**src/rtl/nios_setup_pkg.sv**
```systemverilog
// Shared definitions for the camera-sync LED strobe block: state encoding,
// LED and pulse counter widths, and the down-counter width helper.
package nios_setup_pkg;

    localparam int LED_W  = 5;
    localparam int PCNT_W = 16;

    typedef enum logic [1:0] {
        ST_IDLE    = 2'd0,
        ST_DELAY   = 2'd1,
        ST_ON      = 2'd2,
        ST_HOLDOFF = 2'd3
    } strobe_state_t;

    // Width of a down-counter able to hold (largest phase length - 1).
    function automatic int cnt_width(input int a, input int b, input int c);
        int m;
        m = (a > b) ? a : b;
        m = (c > m) ? c : m;
        return (m > 1) ? $clog2(m) : 1;
    endfunction

endpackage

```
**src/rtl/nios_setup_sync_edge.sv**
```systemverilog
// Two-flop synchronizer for the asynchronous camera frame-sync, followed by
// a registered rising-edge detector. The detector stays disarmed after reset
// until a genuine (post-reset) low sample has been seen, so a sync line that
// is already high at reset release is not mistaken for an edge.
module nios_setup_sync_edge (
    input  logic clk,
    input  logic reset,
    input  logic async_in,
    output logic rise_pulse
);

    logic sync_1;
    logic sync_2;
    logic prev;
    logic fill_1;
    logic fill_2;
    logic armed;

    // Synchronize, track pipeline fill, arm on a real low, emit 1-cycle rise.
    always_ff @(posedge clk or posedge reset) begin
        if (reset) begin
            sync_1     <= 1'b0;
            sync_2     <= 1'b0;
            prev       <= 1'b0;
            fill_1     <= 1'b0;
            fill_2     <= 1'b0;
            armed      <= 1'b0;
            rise_pulse <= 1'b0;
        end else begin
            sync_1     <= async_in;
            sync_2     <= sync_1;
            prev       <= sync_2;
            fill_1     <= 1'b1;
            fill_2     <= fill_1;
            armed      <= armed | (fill_2 & ~sync_2);
            rise_pulse <= sync_2 & ~prev & armed;
        end
    end

endmodule

```
**src/rtl/nios_setup_led_strobe.sv**
```systemverilog
// LED strobe sequencer: on a camera frame-sync edge, wait DELAY_CYCLES, drive
// the latched LED pattern for WIDTH_CYCLES, then stay busy for HOLDOFF_CYCLES.
// Edges arriving while busy are dropped and flagged in a sticky overrun bit.
module nios_setup_led_strobe
    import nios_setup_pkg::*;
#(
    parameter int DELAY_CYCLES   = 16,
    parameter int WIDTH_CYCLES   = 64,
    parameter int HOLDOFF_CYCLES = 8
) (
    input  logic              clk,
    input  logic              reset,
    input  logic              enable,
    input  logic [LED_W-1:0]  led_pattern,
    input  logic              sync_in,
    input  logic              overrun_clr,
    output logic [LED_W-1:0]  led_drive,
    output logic              busy,
    output logic              overrun,
    output logic [PCNT_W-1:0] pulse_count
);

    localparam int CW = cnt_width(DELAY_CYCLES, WIDTH_CYCLES, HOLDOFF_CYCLES);

    // Each phase loads (length - 1) and leaves when the counter reads zero.
    localparam logic [CW-1:0] DELAY_LOAD =
        (DELAY_CYCLES > 0) ? CW'(DELAY_CYCLES - 1) : '0;
    localparam logic [CW-1:0] WIDTH_LOAD = CW'(WIDTH_CYCLES - 1);
    localparam logic [CW-1:0] HOLD_LOAD  =
        (HOLDOFF_CYCLES > 0) ? CW'(HOLDOFF_CYCLES - 1) : '0;

    strobe_state_t     state;
    strobe_state_t     state_nxt;
    logic [CW-1:0]     cnt;
    logic [CW-1:0]     cnt_nxt;
    logic [LED_W-1:0]  pattern;
    logic [LED_W-1:0]  pattern_nxt;
    logic [LED_W-1:0]  led_nxt;
    logic              busy_nxt;
    logic              overrun_nxt;
    logic [PCNT_W-1:0] count_nxt;
    logic              enter_on;
    logic              ovr_set;
    logic              rise_pulse;

    nios_setup_sync_edge u_sync_edge (
        .clk        (clk),
        .reset      (reset),
        .async_in   (sync_in),
        .rise_pulse (rise_pulse)
    );

    // Next-state, counter reload and registered-output precomputation.
    always_comb begin
        state_nxt   = state;
        cnt_nxt     = cnt;
        pattern_nxt = pattern;
        enter_on    = 1'b0;
        ovr_set     = enable & rise_pulse & (state != ST_IDLE);

        if (!enable) begin
            state_nxt = ST_IDLE;
            cnt_nxt   = '0;
        end else begin
            case (state)
                ST_IDLE: begin
                    if (rise_pulse) begin
                        pattern_nxt = led_pattern;
                        if (DELAY_CYCLES == 0) begin
                            state_nxt = ST_ON;
                            cnt_nxt   = WIDTH_LOAD;
                            enter_on  = 1'b1;
                        end else begin
                            state_nxt = ST_DELAY;
                            cnt_nxt   = DELAY_LOAD;
                        end
                    end else begin
                        state_nxt = ST_IDLE;
                    end
                end
                ST_DELAY: begin
                    if (cnt == '0) begin
                        state_nxt = ST_ON;
                        cnt_nxt   = WIDTH_LOAD;
                        enter_on  = 1'b1;
                    end else begin
                        cnt_nxt = cnt - CW'(1);
                    end
                end
                ST_ON: begin
                    if (cnt == '0) begin
                        if (HOLDOFF_CYCLES > 0) begin
                            state_nxt = ST_HOLDOFF;
                            cnt_nxt   = HOLD_LOAD;
                        end else begin
                            state_nxt = ST_IDLE;
                            cnt_nxt   = '0;
                        end
                    end else begin
                        cnt_nxt = cnt - CW'(1);
                    end
                end
                ST_HOLDOFF: begin
                    if (cnt == '0) begin
                        state_nxt = ST_IDLE;
                        cnt_nxt   = '0;
                    end else begin
                        cnt_nxt = cnt - CW'(1);
                    end
                end
                default: begin
                    state_nxt = ST_IDLE;
                    cnt_nxt   = '0;
                end
            endcase
        end

        led_nxt     = (state_nxt == ST_ON) ? pattern_nxt : '0;
        busy_nxt    = (state_nxt != ST_IDLE);
        count_nxt   = enter_on ? (pulse_count + PCNT_W'(1)) : pulse_count;
        overrun_nxt = ovr_set ? 1'b1 : (overrun_clr ? 1'b0 : overrun);
    end

    // State, counter, latched pattern and all outputs registered together.
    always_ff @(posedge clk or posedge reset) begin
        if (reset) begin
            state       <= ST_IDLE;
            cnt         <= '0;
            pattern     <= '0;
            led_drive   <= '0;
            busy        <= 1'b0;
            overrun     <= 1'b0;
            pulse_count <= '0;
        end else begin
            state       <= state_nxt;
            cnt         <= cnt_nxt;
            pattern     <= pattern_nxt;
            led_drive   <= led_nxt;
            busy        <= busy_nxt;
            overrun     <= overrun_nxt;
            pulse_count <= count_nxt;
        end
    end

endmodule

```
**config.mk**
```make
export PLATFORM = sky130hd
export DESIGN_NAME = nios_setup_led_strobe
export DESIGN_NICKNAME = d
export VERILOG_FILES = /design/src/rtl/nios_setup_pkg.sv /design/src/rtl/nios_setup_sync_edge.sv /design/src/rtl/nios_setup_led_strobe.sv
export SDC_FILE = /design/constraint.sdc
export NUM_CORES = 1
export LEC_CHECK = 0
export ABC_AREA = 1
export CAP_MARGIN = 20
export CORE_MARGIN = 4
export CORE_UTILIZATION = 50
export CTS_BUF_LIST = sky130_fd_sc_hd__clkbuf_8
export DETAILED_ROUTE_END_ITERATION = 8
export PLACE_DENSITY = 0.78
export SYNTH_ARGS = -nofsm -noshare
export SYNTH_HDL_FRONTEND = slang
export SYNTH_HIERARCHICAL = 1
export SYNTH_SLANG_ARGS = --single-unit
```
**constraint.sdc**
```tcl
create_clock -name clk -period 1.4 [get_ports clk]
set_clock_uncertainty 0.05 [all_clocks]
set_input_delay 0.14 -clock clk [delete_from_list [all_inputs] [get_ports clk]]
set_output_delay 0.14 -clock clk [all_outputs]
set_load 0.03 [all_outputs]
```
==> summary.txt <==
Max Cap Violations -> 0
drt drc -> 0
busiest layer in global routing -> met2
Sequential Area -> 1080 um^2
Reg clk slew, reported paths -> 0.09 ns
DR vias/cell -> 5.202
clock latency on the worst-skew pair -> 0.30 ns
Die Span Y -> 73.80 um
status -> complete, but fails checks
post-route ant nets -> 0
crit-path cells -> inv_2 > ha_4 > nand2_4 > nor2_4 > buf_6 > nand3_4 > inv_4 > nand3b_1 > nand2_2
Initial Util -> 52.97%
yosys warns -> 6
grt total ovfl -> 0
hold_buf cts -> 0
layout cells sized above 1 -> 28.93%
Setup crit start kind -> register
setup tns final -> -2.414 ns
Leakage Power -> 1.653 nW
Final Max Tran Viols -> 0
average wire per standard cell -> 14.28 um
CP required -> 1.60 ns
Critical Path Slowest Stage Cell -> dfrtp_1
fin crit period -> 1.552 ns
CTS root buf -> clkbuf_8
I/O Buffers -> 32
Peak Freq -> 644.3 MHz
worst min path class -> primary input to async pin
setup ws final -> -0.1520 ns
Placed Cells -> 386
Layout Cells excl Fill -> 406
Synth Net Count -> 286
CTS tree -> built
met1 Usage GRT -> 29.41%
Critical Path End Type -> register
clock sink count -> 43
Syn Area/Cell -> 7.900 um^2
# diodes -> 0
CP max FO -> 4
gpl congestion -> 0.9013
Seq/Total Area, Yosys -> 49.71%
initial antenna violation count -> 0
Worst Path Class, Setup -> register to register
fill count -> 271
Worst EP arrival -> 1.75 ns
Final setup viols -> 24
vias in the first global route -> 2011
Vias -> 2112
VDD IR max -> 976.4 uV
pre-CTS setup slack -> -0.1621 ns
GR met3 Demand/Resource -> 5.335%
area of the multi-input gates -> 1091 um^2
post-DP HPWL -> 3735 um
core area -> 4086 um^2
die area -> 5446 um^2
post-synth cell types -> 27
Routed WL -> 5799 um
CTS max path bufs -> 2
most common cell after layout, fill and taps aside -> nand2_1
Num CTS Buffers -> 5
crit share post-route -> 110.9%
Total Power Consumption -> 4.842 mW
Final #Nets -> 367
RSZ-0062 raised after global routing -> true
io pins -> 33
first-pass GRT wire length -> 9197 um
final hold vios -> 0
delay of the slowest critical-path stage -> 0.40 ns
largest net degree at the start of global routing -> 37
Finished Core Util -> 76.67%
number of DRC markers in iteration 0 -> 209
failing checks -> negative setup slack
most frequent cells in the layout -> nand2_1, dfrtp_1, inv_1
DIE WIDTH -> 73.80 um
total track usage -> 22.07%
row cnt -> 23
Layout area overhead -> 44.74%
htree depth -> 2
met2 GRT Util -> 35.53%
PD cells -> 1546 nW/um^2
Mapped Area -> 2165 um^2
drt first pass iters -> 4
Synth Instances -> 274
Synth Register Bits -> 43
[path summary, 6_finish.rpt]
check,from,end,slack [ns],depth (start not counted)
hold reg to reg,u_sync_edge/sync_1,u_sync_edge/sync_2,0.30,0
hold / removal,reset,u_sync_edge/sync_1,0.04,2
max in group asynchronous,reset,pulse_count[3],0.95,3
setup reg to reg,cnt[1],pulse_count[9],-0.15,9
setup / recovery,cnt[1],pulse_count[9],-0.15,9
min in group clk,sync_in,u_sync_edge/sync_1,0.22,1
[layout make-up]
cell class / count / area share (%)
Timing Repair Buffer: 72 / 19.49
Multi-Input combinational cell: 188 / 34.82
Clock buffer: 7 / 3.075
Timing Repair inverter: 3 / 0.6390
Inverter: 42 / 5.272
Clock inverter: 1 / 0.2396
Sequential cell: 43 / 34.47
Tap cell: 50 / 1.997
[kinds of logic after synthesis]
group | Yosys count | synth area share [%]
simple gates | 153 | 32.14
buf+inv | 45 | 9.075
flops | 43 | 49.71
compound gates | 26 | 6.128
xor+xnor | 4 | 1.619
fa+ha+maj | 2 | 1.156
other cells | 1 | 0.1732
[where the power goes]
| group | leakage, nW | total (mW) | internal [mW] | switching (mW) |
|---|---|---|---|---|
| logic | 1.06 | 2.28 | 0.967 | 1.31 |
| clock network | 0.0505 | 0.891 | 0.449 | 0.442 |
| registers | 0.543 | 1.68 | 1.48 | 0.200 |
[through the flow]
step                hold WS (ns)  instance area, um^2
floorplan                -0.1066                 2182
global placement          0.2817                 2791
detailed placement        0.2865                 2791
CTS                      0.05207                 2974
global route             0.07727                 3133
finish                   0.04427                 3133
[Yosys cell counts (all sizes together)]
cell type   n  area [um^2]
o21ai      22        110.1
conb        1        3.750
xnor2       2        17.52
nor2       27        131.4
nand2      92        347.8
dfrtp      43         1076
a31oi       1        6.260
buf         3        33.78
nand3      16        102.6
nor3        5        25.02
o22ai       1        6.260
and2        1        6.260
xor2        2        17.52
a21oi       2        10.01
nand3b      6        45.04
ha          2        25.02
nand4       6        37.54
inv        42        162.7
[metal layers]
layer,wire (um),part of all wire (%),vias up
li1,-,-,1023
met1,2387,41,991
met2,2905,50,85
met3,415,7.2,13
met4,91,1.6,0
met5,0,0,-
[what timing repair did]
| item | in CTS | in global routing |
|---|---|---|
| pin swaps | 10 | 12 |
| setup buffers | 4 | 3 |
| endpoints found under the setup margin | 49 | 38 |
| resized for setup | 39 | 49 |
| gates cloned | 3 | 2 |
| endpoints found under the hold margin | 0 | 0 |
[critical path, delay by kind of cell (launching register included)]
| kind | cells | cell delay [ns] |
|---|---|---|
| adder cells (fa/ha/maj) | 1 | 0.16 |
| buffers and inverters | 3 | 0.33 |
| flip-flops | 1 | 0.40 |
| AND/OR/NAND/NOR | 5 | 0.55 |
[registers in the layout (all words and copies together) (netlist names)]
| signal | count |
|---|---|
| pattern | 5 |
| state | 2 |
| u_sync_edge/armed | 1 |
| u_sync_edge/sync_2 | 1 |
| u_sync_edge/prev | 1 |
| cnt | 6 |
| u_sync_edge/fill_1 | 1 |
| u_sync_edge/fill_2 | 1 |
| u_sync_edge/sync_1 | 1 |
| led_drive | 5 |
| busy | 1 |
| pulse_count | 16 |
| u_sync_edge/rise_pulse | 1 |
| overrun | 1 |
No activity file was read; power rests on OpenSTA's default activity.
